$ cat config.mk
export PLATFORM = sky130hd
export DESIGN_NAME = tdm_channel_mux_flat
export DESIGN_NICKNAME = d
export VERILOG_FILES = /design/src/rtl/tdm_channel_mux_pkg.sv /design/src/rtl/tdm_channel_mux_if.sv /design/src/rtl/tdm_channel_mux_rr_next_valid.sv /design/src/rtl/tdm_channel_mux.sv /design/src/flat_wrapper.sv
export SDC_FILE = /design/constraint.sdc
export NUM_CORES = 1
export LEC_CHECK = 0
export CAP_MARGIN = 20
export CELL_PAD_IN_SITES_DETAIL_PLACEMENT = 2
export CELL_PAD_IN_SITES_GLOBAL_PLACEMENT = 2
export CORE_ASPECT_RATIO = 1.25
export CORE_MARGIN = 4
export CORE_UTILIZATION = 24
export CTS_BUF_LIST = sky130_fd_sc_hd__clkbuf_16
export DETAILED_ROUTE_END_ITERATION = 8
export PLACE_DENSITY_LB_ADDON = 0.1
export SETUP_SLACK_MARGIN = 0.3
export SLEW_MARGIN = 0
export SYNTH_ARGS = -nofsm -noshare
export SYNTH_HDL_FRONTEND = slang
export SYNTH_SLANG_ARGS = --single-unit
$ cat constraint.sdc
create_clock -name clk -period 3.4 [get_ports clk]
set_input_delay 0.51 -clock clk [delete_from_list [all_inputs] [get_ports clk]]
set_output_delay 0.51 -clock clk [all_outputs]
set_load 0.03 [all_outputs]
$ cat src/rtl/tdm_channel_mux_pkg.sv
// tdm_pkg: mode encodings and index-width helper shared by the TDM mux files
package tdm_pkg;
    localparam logic [1:0] MODE_IDLE  = 2'b00;
    localparam logic [1:0] MODE_FIXED = 2'b01;
    localparam logic [1:0] MODE_RR    = 2'b10;
    localparam logic [1:0] MODE_VRR   = 2'b11;

    function automatic int clog2_min1(input int n);
        return (n <= 2) ? 1 : $clog2(n);
    endfunction
endpackage

$ cat src/rtl/tdm_channel_mux_if.sv
// tdm_channel_mux_if: per-channel inputs and the registered serial output of the TDM mux
interface tdm_channel_mux_if #(
    parameter int NUM_CH = 3,
    parameter int DATA_W = 8
);
    import tdm_pkg::*;
    localparam int CH_W = clog2_min1(NUM_CH);
    logic [NUM_CH*DATA_W-1:0] ch_data;
    logic [NUM_CH-1:0]        ch_valid;
    logic [DATA_W-1:0]        out_data;
    logic                     out_valid;
    logic [CH_W-1:0]          out_ch;
    logic                     slot_start;
    modport master (input ch_data, ch_valid, output out_data, out_valid, out_ch, slot_start);
    modport slave  (output ch_data, ch_valid, input out_data, out_valid, out_ch, slot_start);
endinterface

$ cat src/rtl/tdm_channel_mux_rr_next_valid.sv
// rr_next_valid: cyclic search for the next set mask bit after ptr, ptr itself checked last
module rr_next_valid import tdm_pkg::*; #(
    parameter int NUM_CH = 3,
    localparam int CH_W = clog2_min1(NUM_CH)
) (
    input  logic [CH_W-1:0]   ptr,
    input  logic [NUM_CH-1:0] mask,
    output logic [CH_W-1:0]   nxt,
    output logic              found
);
    always_comb begin
        nxt = ptr;
        found = 1'b0;
        for (int i = NUM_CH; i >= 1; i--) begin
            if (mask[(int'(ptr) + i) % NUM_CH]) begin
                nxt = CH_W'((int'(ptr) + i) % NUM_CH);
                found = 1'b1;
            end
        end
    end
endmodule

$ cat src/rtl/tdm_channel_mux.sv
// tdm_channel_mux: N-channel time-division mux with fixed, timed round-robin and
// valid-skipping round-robin modes; all outputs registered.
module tdm_channel_mux import tdm_pkg::*; #(
    parameter int NUM_CH = 3,
    parameter int DATA_W = 8,
    parameter int CNT_W  = 4,
    localparam int CH_W  = clog2_min1(NUM_CH)
) (
    input  logic                clk,
    input  logic                rst_n,
    tdm_channel_mux_if.master   bus,
    input  logic [1:0]          mode,
    input  logic [CH_W-1:0]     fixed_sel,
    input  logic [CNT_W-1:0]    switch_clk_cycles
);
    logic [CH_W-1:0]   ptr_q, ptr_d, ptr_e, nxt;
    logic [CNT_W-1:0]  cnt_q, cnt_d, cnt_e, len_q, len_d, len_e;
    logic [1:0]        prev_mode_q, prev_mode_d;
    logic [DATA_W-1:0] out_data_q, out_data_d, sel_data;
    logic              out_valid_q, out_valid_d, slot_start_q, slot_start_d;
    logic [CH_W-1:0]   out_ch_q, out_ch_d;
    logic [NUM_CH-1:0] mask;
    logic              mode_chg, rr, wrap, in_rng, found;

    // Mode 10 searches an all-ones mask, which reduces to a plain ptr+1 wrap.
    assign mask = (mode == MODE_VRR) ? bus.ch_valid : '1;

    rr_next_valid #(.NUM_CH(NUM_CH)) u_next (.ptr(ptr_e), .mask(mask), .nxt(nxt), .found(found));

    always_comb begin
        mode_chg = mode != prev_mode_q;
        rr = mode[1];
        // A mode change restarts the slot on this very edge; entering RR from outside restarts at ch0.
        ptr_e = (mode == MODE_FIXED) ? fixed_sel : (mode_chg && rr && !prev_mode_q[1]) ? '0 : ptr_q;
        cnt_e = mode_chg ? '0 : cnt_q;
        len_e = (cnt_e == '0) ? ((switch_clk_cycles == '0) ? CNT_W'(1) : switch_clk_cycles) : len_q;
        wrap = cnt_e == len_e - CNT_W'(1);
        in_rng = int'(ptr_e) < NUM_CH;
        sel_data = in_rng ? bus.ch_data[int'(ptr_e)*DATA_W +: DATA_W] : '0;
        ptr_d = '0;
        cnt_d = '0;
        len_d = len_q;
        prev_mode_d = mode;
        out_data_d = '0;
        out_valid_d = 1'b0;
        out_ch_d = out_ch_q;
        slot_start_d = 1'b0;
        if (mode == MODE_FIXED) begin
            ptr_d = fixed_sel;
            out_data_d = sel_data;
            out_valid_d = in_rng;
            out_ch_d = fixed_sel;
        end else if (rr) begin
            cnt_d = wrap ? '0 : cnt_e + CNT_W'(1);
            len_d = len_e;
            ptr_d = (wrap && found) ? nxt : ptr_e;
            out_data_d = sel_data;
            out_valid_d = (mode == MODE_RR) || bus.ch_valid[ptr_e];
            out_ch_d = ptr_e;
            slot_start_d = cnt_e == '0;
        end
    end

    always_ff @(posedge clk or negedge rst_n) begin
        if (!rst_n) begin
            ptr_q <= '0;
            cnt_q <= '0;
            len_q <= '0;
            prev_mode_q <= MODE_IDLE;
            out_data_q <= '0;
            out_valid_q <= 1'b0;
            out_ch_q <= '0;
            slot_start_q <= 1'b0;
        end else begin
            ptr_q <= ptr_d;
            cnt_q <= cnt_d;
            len_q <= len_d;
            prev_mode_q <= prev_mode_d;
            out_data_q <= out_data_d;
            out_valid_q <= out_valid_d;
            out_ch_q <= out_ch_d;
            slot_start_q <= slot_start_d;
        end
    end

    assign bus.out_data = out_data_q;
    assign bus.out_valid = out_valid_q;
    assign bus.out_ch = out_ch_q;
    assign bus.slot_start = slot_start_q;
endmodule

$ cat src/flat_wrapper.sv
// flat-port wrapper written by rule: the top's interface ports become plain ports
module tdm_channel_mux_flat import tdm_pkg::*;
#(
    parameter int NUM_CH = 3,
    parameter int DATA_W = 8,
    parameter int CNT_W  = 4,
    localparam int CH_W  = clog2_min1(NUM_CH)
)
  (clk, rst_n, mode, fixed_sel, switch_clk_cycles, bus_ch_data, bus_ch_valid, bus_out_data, bus_out_valid, bus_out_ch, bus_slot_start);
  tdm_channel_mux_if #(.NUM_CH(NUM_CH), .DATA_W(DATA_W)) bus_i ();
  input  logic clk;
  input  logic rst_n;
  input  logic [1:0] mode;
  input  logic [CH_W-1:0] fixed_sel;
  input  logic [CNT_W-1:0] switch_clk_cycles;
  input wire logic [$bits(bus_i.ch_data)-1:0] bus_ch_data;
  input wire logic [$bits(bus_i.ch_valid)-1:0] bus_ch_valid;
  output wire logic [$bits(bus_i.out_data)-1:0] bus_out_data;
  output wire logic [$bits(bus_i.out_valid)-1:0] bus_out_valid;
  output wire logic [$bits(bus_i.out_ch)-1:0] bus_out_ch;
  output wire logic [$bits(bus_i.slot_start)-1:0] bus_slot_start;
  assign bus_i.ch_data = bus_ch_data;
  assign bus_i.ch_valid = bus_ch_valid;
  assign bus_out_data = bus_i.out_data;
  assign bus_out_valid = bus_i.out_valid;
  assign bus_out_ch = bus_i.out_ch;
  assign bus_slot_start = bus_i.slot_start;
  tdm_channel_mux #(.NUM_CH(NUM_CH), .DATA_W(DATA_W), .CNT_W(CNT_W)) u_core (.clk(clk), .rst_n(rst_n), .bus(bus_i), .mode(mode), .fixed_sel(fixed_sel), .switch_clk_cycles(switch_clk_cycles));
endmodule
* Word-level counts from Yosys, hierarchy flattened *
Cells that the tools add are included.

word-level totals
  bits in registers = 24
  bits of input ports = 37
  output and inout bits = 12
  word-level logic and storage cells = 75

cells by class
  add/sub/neg operators = 5
  div/mod/pow operators = 3
  order comparisons = 5
  eq/ne operators = 5
  shift-type cells = 1
  muxes and demuxes = 38
  bitwise logic cells = 1
  reduce and logical (&&, ||, !) cells = 9

operators by type and width
  operator                                             count
  < comparator 32 x 4 -> 1 bit, second input constant  3
  modulo 32 x 3 -> 32 bit, second input constant       3
  2-to-1 mux 4 bit                                     6
  2-to-1 mux 8 bit                                     3
  indexed part select 24 x 6 -> 8 bit                  1
  2-to-1 mux 2 bit                                     10
  2-to-1 mux 1 bit                                     14
  binary-select mux 1 bit (select 2 bit)               4
  zero test 4 bit                                      2
  adder 2 x 2 -> 3 bit, second input constant          2
  adder 4 x 1 -> 4 bit, second input constant          1
  equality test 2 bit, second input constant           2
  equality test 4 bit                                  1
  subtractor 4 x 1 -> 4 bit, second input constant     1
  adder 2 x 1 -> 3 bit, second input constant          1
  logical AND 1 bit                                    3
  < comparator 2 x 3 -> 1 bit, second input constant   1
  2-to-1 mux 3 bit                                     1
  equality test 2 x 1 -> 1 bit, second input constant  1
  < comparator 2 bit, second input constant            1
  != test 2 bit                                        1
  AND reduction 2 bit                                  1
  nonzero test 2 bit                                   1
  zero test 1 bit                                      1
  2 further kinds                                      2

* Longest topological paths before layout *
  depth in word-level cells = 17
  depth in mapped cells = 14

* Cells and area by module *
From an unflattened synthesis, not the netlist that was laid out.

unflattened totals
  cell total of the unflattened synthesis = 197
  area, all modules = 1,796.7 µm²

by module, submodules not included
  module           instances  cells an instance  area an instance (µm²)  seq. area each (µm²)
  tdm_channel_mux  1          161                1,541.5                 600.6
  rr_next_valid    1          36                 255.2                   0.0

* Worst setup path after synthesis *
OpenSTA, ideal clock, no wires.

  kind = input -> register
  start point = input mode[1]
  end point = register u_core.ptr_q[0]
  library setup time = 0.122 ns
  arrival = 3.420 ns
  slack = -0.141 ns
  cell stages on the path = 10
  buffers on the path = 2
  path through = buf_2 > or2b_1 > mux2i_1 > buf_2 > ha_1 > or3b_2 > nor2b_1 > a311o_1 > or3_1 > a32o_1

on the way
  word-level cells in the longest chain between the ends = 17
  elaborated cells between the ends (all ways) = 38

RTL lines
  item                                                  line                                                                      RTL
  start: declaration                                    flat_wrapper.sv:13                                                        input logic [1:0] mode;
  != test 2 bit                                         tdm_channel_mux.sv:31                                                     mode_chg = mode != prev_mode_q;
  logical AND 1 bit (2 in series)                       tdm_channel_mux.sv:34                                                     ptr_e = (mode == MODE_FIXED) ? fixed_sel : (mode_chg && rr && !prev_mode_q[1]) ? '0 : ptr_q;
  2-to-1 mux 2 bit (2 in series)                        tdm_channel_mux.sv:34
  adder 2 x 2 -> 3 bit                                  tdm_channel_mux_rr_next_valid.sv:15, tdm_channel_mux_rr_next_valid.sv:16
  modulo 32 x 3 -> 32 bit                               tdm_channel_mux_rr_next_valid.sv:15, tdm_channel_mux_rr_next_valid.sv:16
  binary-select mux 1 bit (select 2 bit)                tdm_channel_mux_rr_next_valid.sv:15                                       if (mask[(int'(ptr) + i) % NUM_CH]) begin
  2-to-1 mux 1 bit (implied by the code) (2 in series)  tdm_channel_mux_rr_next_valid.sv:15
  2-to-1 mux 1 bit (3 in series)                        tdm_channel_mux_rr_next_valid.sv:15
  logical AND 1 bit                                     tdm_channel_mux.sv:56                                                     ptr_d = (wrap && found) ? nxt : ptr_e;
  2-to-1 mux 2 bit                                      tdm_channel_mux.sv:56
  2-to-1 mux 2 bit                                      tdm_channel_mux.sv:53                                                     end else if (rr) begin
  2-to-1 mux 2 bit *                                    tdm_channel_mux.sv:48                                                     if (mode == MODE_FIXED) begin
  named net u_core.ptr_d[0]                             tdm_channel_mux.sv:16                                                     logic [CH_W-1:0] ptr_q, ptr_d, ptr_e, nxt;
  end signal: assignment                                tdm_channel_mux.sv:75                                                     ptr_q <= ptr_d;
  end: declaration                                      tdm_channel_mux.sv:16

The timed path passes the listed nets; every way through them passes the cells marked *. The select of a mux whose other input is x is not followed.
A chain may end at the register's enable or synchronous reset.

* Worst setup path in the final report *
  start point = input mode[0]
  end point = register u_core.ptr_q[0]

Same word-level chain as after synthesis.

==> results.py <==
metrics = {
    "outcome": {
        "status": "completed",
    },
    "drt": {
        "dr.pass1.iters": 3,
        "via_per_inst": 4.67,
        "ant_nets": 0,
        "wl_per_cell_um": 16.7,
        "drtIter0Drc": 14,
        "finalWirelength_um": 5550,
        "drc": 0,
        "dr_total_vias": 1556,
    },
    "placed_design": {
        "dpl_cell_area_sq_um": 2370,
        "post-dp-hpwl_um": 4590,
        "port_buffers": 48,
        "gp_congestion": 0.838,
    },
    "synthesis": {
        "ys_ff_latch": 24,
        "synthTopCellsByCount": "27 x nor2_1, 24 x dfrtp_1, 17 x a21oi_1",
        "synth_nets": 222,
        "yosys-top-cells-area": "dfrtp_1 38%, mux2i_1 10%, nor2_1 6.4%, ha_1 5.5%, a21oi_1 5.3%",
        "synthArstFlopShare_pct": 100,
        "synth_edf_count": 0,
        "avgSynthCellArea_sq_um": 8.96,
        "ys_types": 40,
        "seq_area_frac_synth_pct": 37.7,
        "synthCells": 178,
        "netlist_area_sq_um": 1590,
        "yosysMostFrequentCell": "nor2_1",
        "yosys_warnings": 0,
        "yosysTopAreaCell": "dfrtp_1",
        "synth-main-ff-cell": "dfrtp_1",
        "netlist.area_leader.share_pct": 37.7,
    },
    "clock_network": {
        "h-tree-depth": 1,
        "numClockSinks": 24,
        "cts.clk_slew.worst_paths_ns": 0.06,
        "cts_root_buf": "clkbuf_16",
        "cts_buffers": 3,
        "max-clock-path-buffers": 2,
        "tritoncts": "built",
        "ctsHoldBuffers": 0,
        "clk-insertion-delay-late_ns": 0.26,
    },
    "setup_path": {
        "critPathSlowestCell": "or3_1",
        "cpPeakStageDelay_ns": 0.38,
        "startpoint": "mode[0]",
        "cp_max_fo": 4,
        "reg2reg_to": "u_core.ptr_q[0]",
        "required_ns": 3.55,
        "cp_cell_sequence": "clkdlybuf4s15_1, or2b_4, mux2_4, ha_4, or3b_4, nor2b_4, a311o_1, or3_1, a32o_1",
        "reg2regPathDepth": 12,
        "critPathKind": "in -> reg",
        "startpoint_type": "input pin",
        "r2r-start": "u_core.prev_mode_q[1]",
        "cp.arrival_ns": 3.14,
        "end_kind": "register",
        "rrSetupSlack_ns": 0.54,
        "crit_path_end": "u_core.ptr_q[0]",
    },
    "sta": {
        "slew_headroom_pct": 76.8,
        "finalCritPeriodShare_pct": 87.9,
        "rsz0062_at_grt": "false",
        "worst_pin_slew_ns": 0.348,
        "final.setup.tns_ns": 0,
        "skew_ns": 0.00332,
        "hold_violations": 0,
        "slew_violations": 0,
        "post-route-min-period_ns": 2.99,
        "fmax_mhz": 335,
        "worst_hold_slack_ns": 0.555,
        "setup_viol": 0,
    },
    "die": {
        "die_h_um": 99.1,
        "fp.dieArea_sq_um": 8020,
        "coreArea_sq_um": 6330,
        "start_util_pct": 25.2,
        "num_rows": 32,
        "die_x_um": 80.9,
        "ios": 49,
    },
    "global_routing": {
        "grt_first_pass_wirelength_um": 9280,
        "grt_remaining_overflow": 0,
        "grt_usage_pct": 14.8,
        "grt_max_degree": 25,
        "antenna_found_initial": 0,
        "grt_pass1_vias": 1904,
    },
    "run": {
        "max-cap-violations": 0,
    },
    "power": {
        "power_w": 0.00110,
        "leakage_nw": 1.13,
        "p_per_area_nw_per_um2": 430,
        "peakVddDrop_mv": 0.174,
    },
    "worst_hold_path": {
        "hp-class": "reg -> reg",
    },
    "finish": {
        "area_growth_pct": 60.0,
        "design_area_sq_um": 2550,
        "finish.utilization_pct": 40.3,
        "final_nets": 293,
        "antennaDiodeCount": 0,
        "drive_above_1_share_pct": 23.4,
    },
}
[critical path, delay by kind of cell]
kind	cells	cell delay (ns)
AND/OR/NAND/NOR	4	1.21
multiplexers	1	0.34
adder cells (fa/ha/maj)	1	0.27
AO/OA/AOI/OAI	2	0.57
buffers and inverters	1	0.24
[cells by family (layout without fill, tap and decap cells)]
group | after synthesis | count (layout) | synth area share (%)
and+or+nand+nor | 67 | 67 | 21.4
AOI/OAI and AO/OA | 37 | 37 | 13.8
DFF | 24 | 24 | 37.7
muxes | 21 | 21 | 13.6
buffers and inverters | 15 | 85 | 3.69
adders and majority gates | 7 | 7 | 5.49
xor gates and xnor gates | 7 | 7 | 4.32
[power by group]
| part | switching, W | total [W] | leakage (nW) | internal (W) |
|---|---|---|---|---|
| Combinational | 0.000214 | 0.000423 | 0.785 | 0.000210 |
| Sequential | 0.0000170 | 0.000336 | 0.299 | 0.000319 |
| Clock | 0.000103 | 0.000337 | 0.0511 | 0.000234 |
| Total | 0.000334 | 0.00110 | 1.13 | 0.000763 |
[sequential cells by signal, summed over array words and instances, names as in the netlist]
| signal | count |
|---|---|
| u_core.bus.out_ch | 2 |
| u_core.bus.out_data | 8 |
| u_core.bus.out_valid | 1 |
| u_core.bus.slot_start | 1 |
| u_core.cnt_q | 4 |
| u_core.len_q | 4 |
| u_core.prev_mode_q | 2 |
| u_core.ptr_q | 2 |
[worst min path at each step]
stage	from	end	slack, ns	depth (start not counted)
floorplan	rst_n	u_core.bus.out_ch[0]	0.21	0
global placement	u_core.bus.out_ch[0]	u_core.bus.out_ch[0]	0.52	2
detailed placement	u_core.len_q[0]	u_core.len_q[0]	0.53	1
CTS	u_core.bus.out_ch[0]	u_core.bus.out_ch[0]	0.56	2
global route	u_core.len_q[1]	u_core.len_q[1]	0.59	1
finish	u_core.bus.out_ch[1]	u_core.bus.out_ch[1]	0.55	2
[cell type report]
type                       count  area [sq um]
tap                           85           106
clock buffer                   3          75.1
fill                         751          3780
clock inverter                 1          30.0
timing repair buffer          73           663
sequential                    24           601
inverter                       8          30.0
multi-input combinational    139          1040
[metal layers]
metal | part of all wire [%] | up-vias | wire length [um] | track usage [%]
li1 | - | 754 | - | -
met1 | 38 | 765 | 2090 | 16.1
met2 | 58 | 32 | 3230 | 29.2
met3 | 2.8 | 5 | 157 | 1.45
met4 | 1.3 | 0 | 73 | 4.29
met5 | 0 | - | 0 | 0
[repair_timing]
item / in CTS / in global routing
buffers inserted: 2 / 0
pin swaps: 4 / 5
gates resized for setup: 14 / 6
endpoints found under the setup margin: 6 / 6
endpoints found under the hold margin: 0 / 0
[cell usage in the layout, fill, tap and decap left out, types with 2 or more instances in the layout]
master           netlist  layout
a21oi_1               17      15
or2_2                  3       3
ha_4                   0       3
nand2_2                0       2
nand2_1                7       5
buf_4                  0      25
and2_1                 2       2
mux2_2                 5       4
clkdlybuf4s50_1        0      46
ha_1                   7       2
xnor2_1                4       3
or3_1                  2       2
dfrtp_1               24      24
o21ai_0               11      10
nand3_1                3       2
and3b_1                2       2
xor2_1                 2       2
o211ai_1               2       2
nor2_1                27      27
inv_1                  8       8
ha_2                   0       2
a21oi_2                0       2
nor3_1                 4       4
clkbuf_16              0       3
nand2b_1               3       3
mux2i_1               16      14
nor2b_1                5       4
[metrics by stage]
step / worst slack [ns] / instances
CTS: 0.387 / 333
floorplan: 0.284 / 178
global placement: -0.163 / 327
finish: 0.411 / 333
detailed placement: -0.257 / 327
global route: 0.322 / 333
Note: power is estimated with default switching activity, not from simulation.
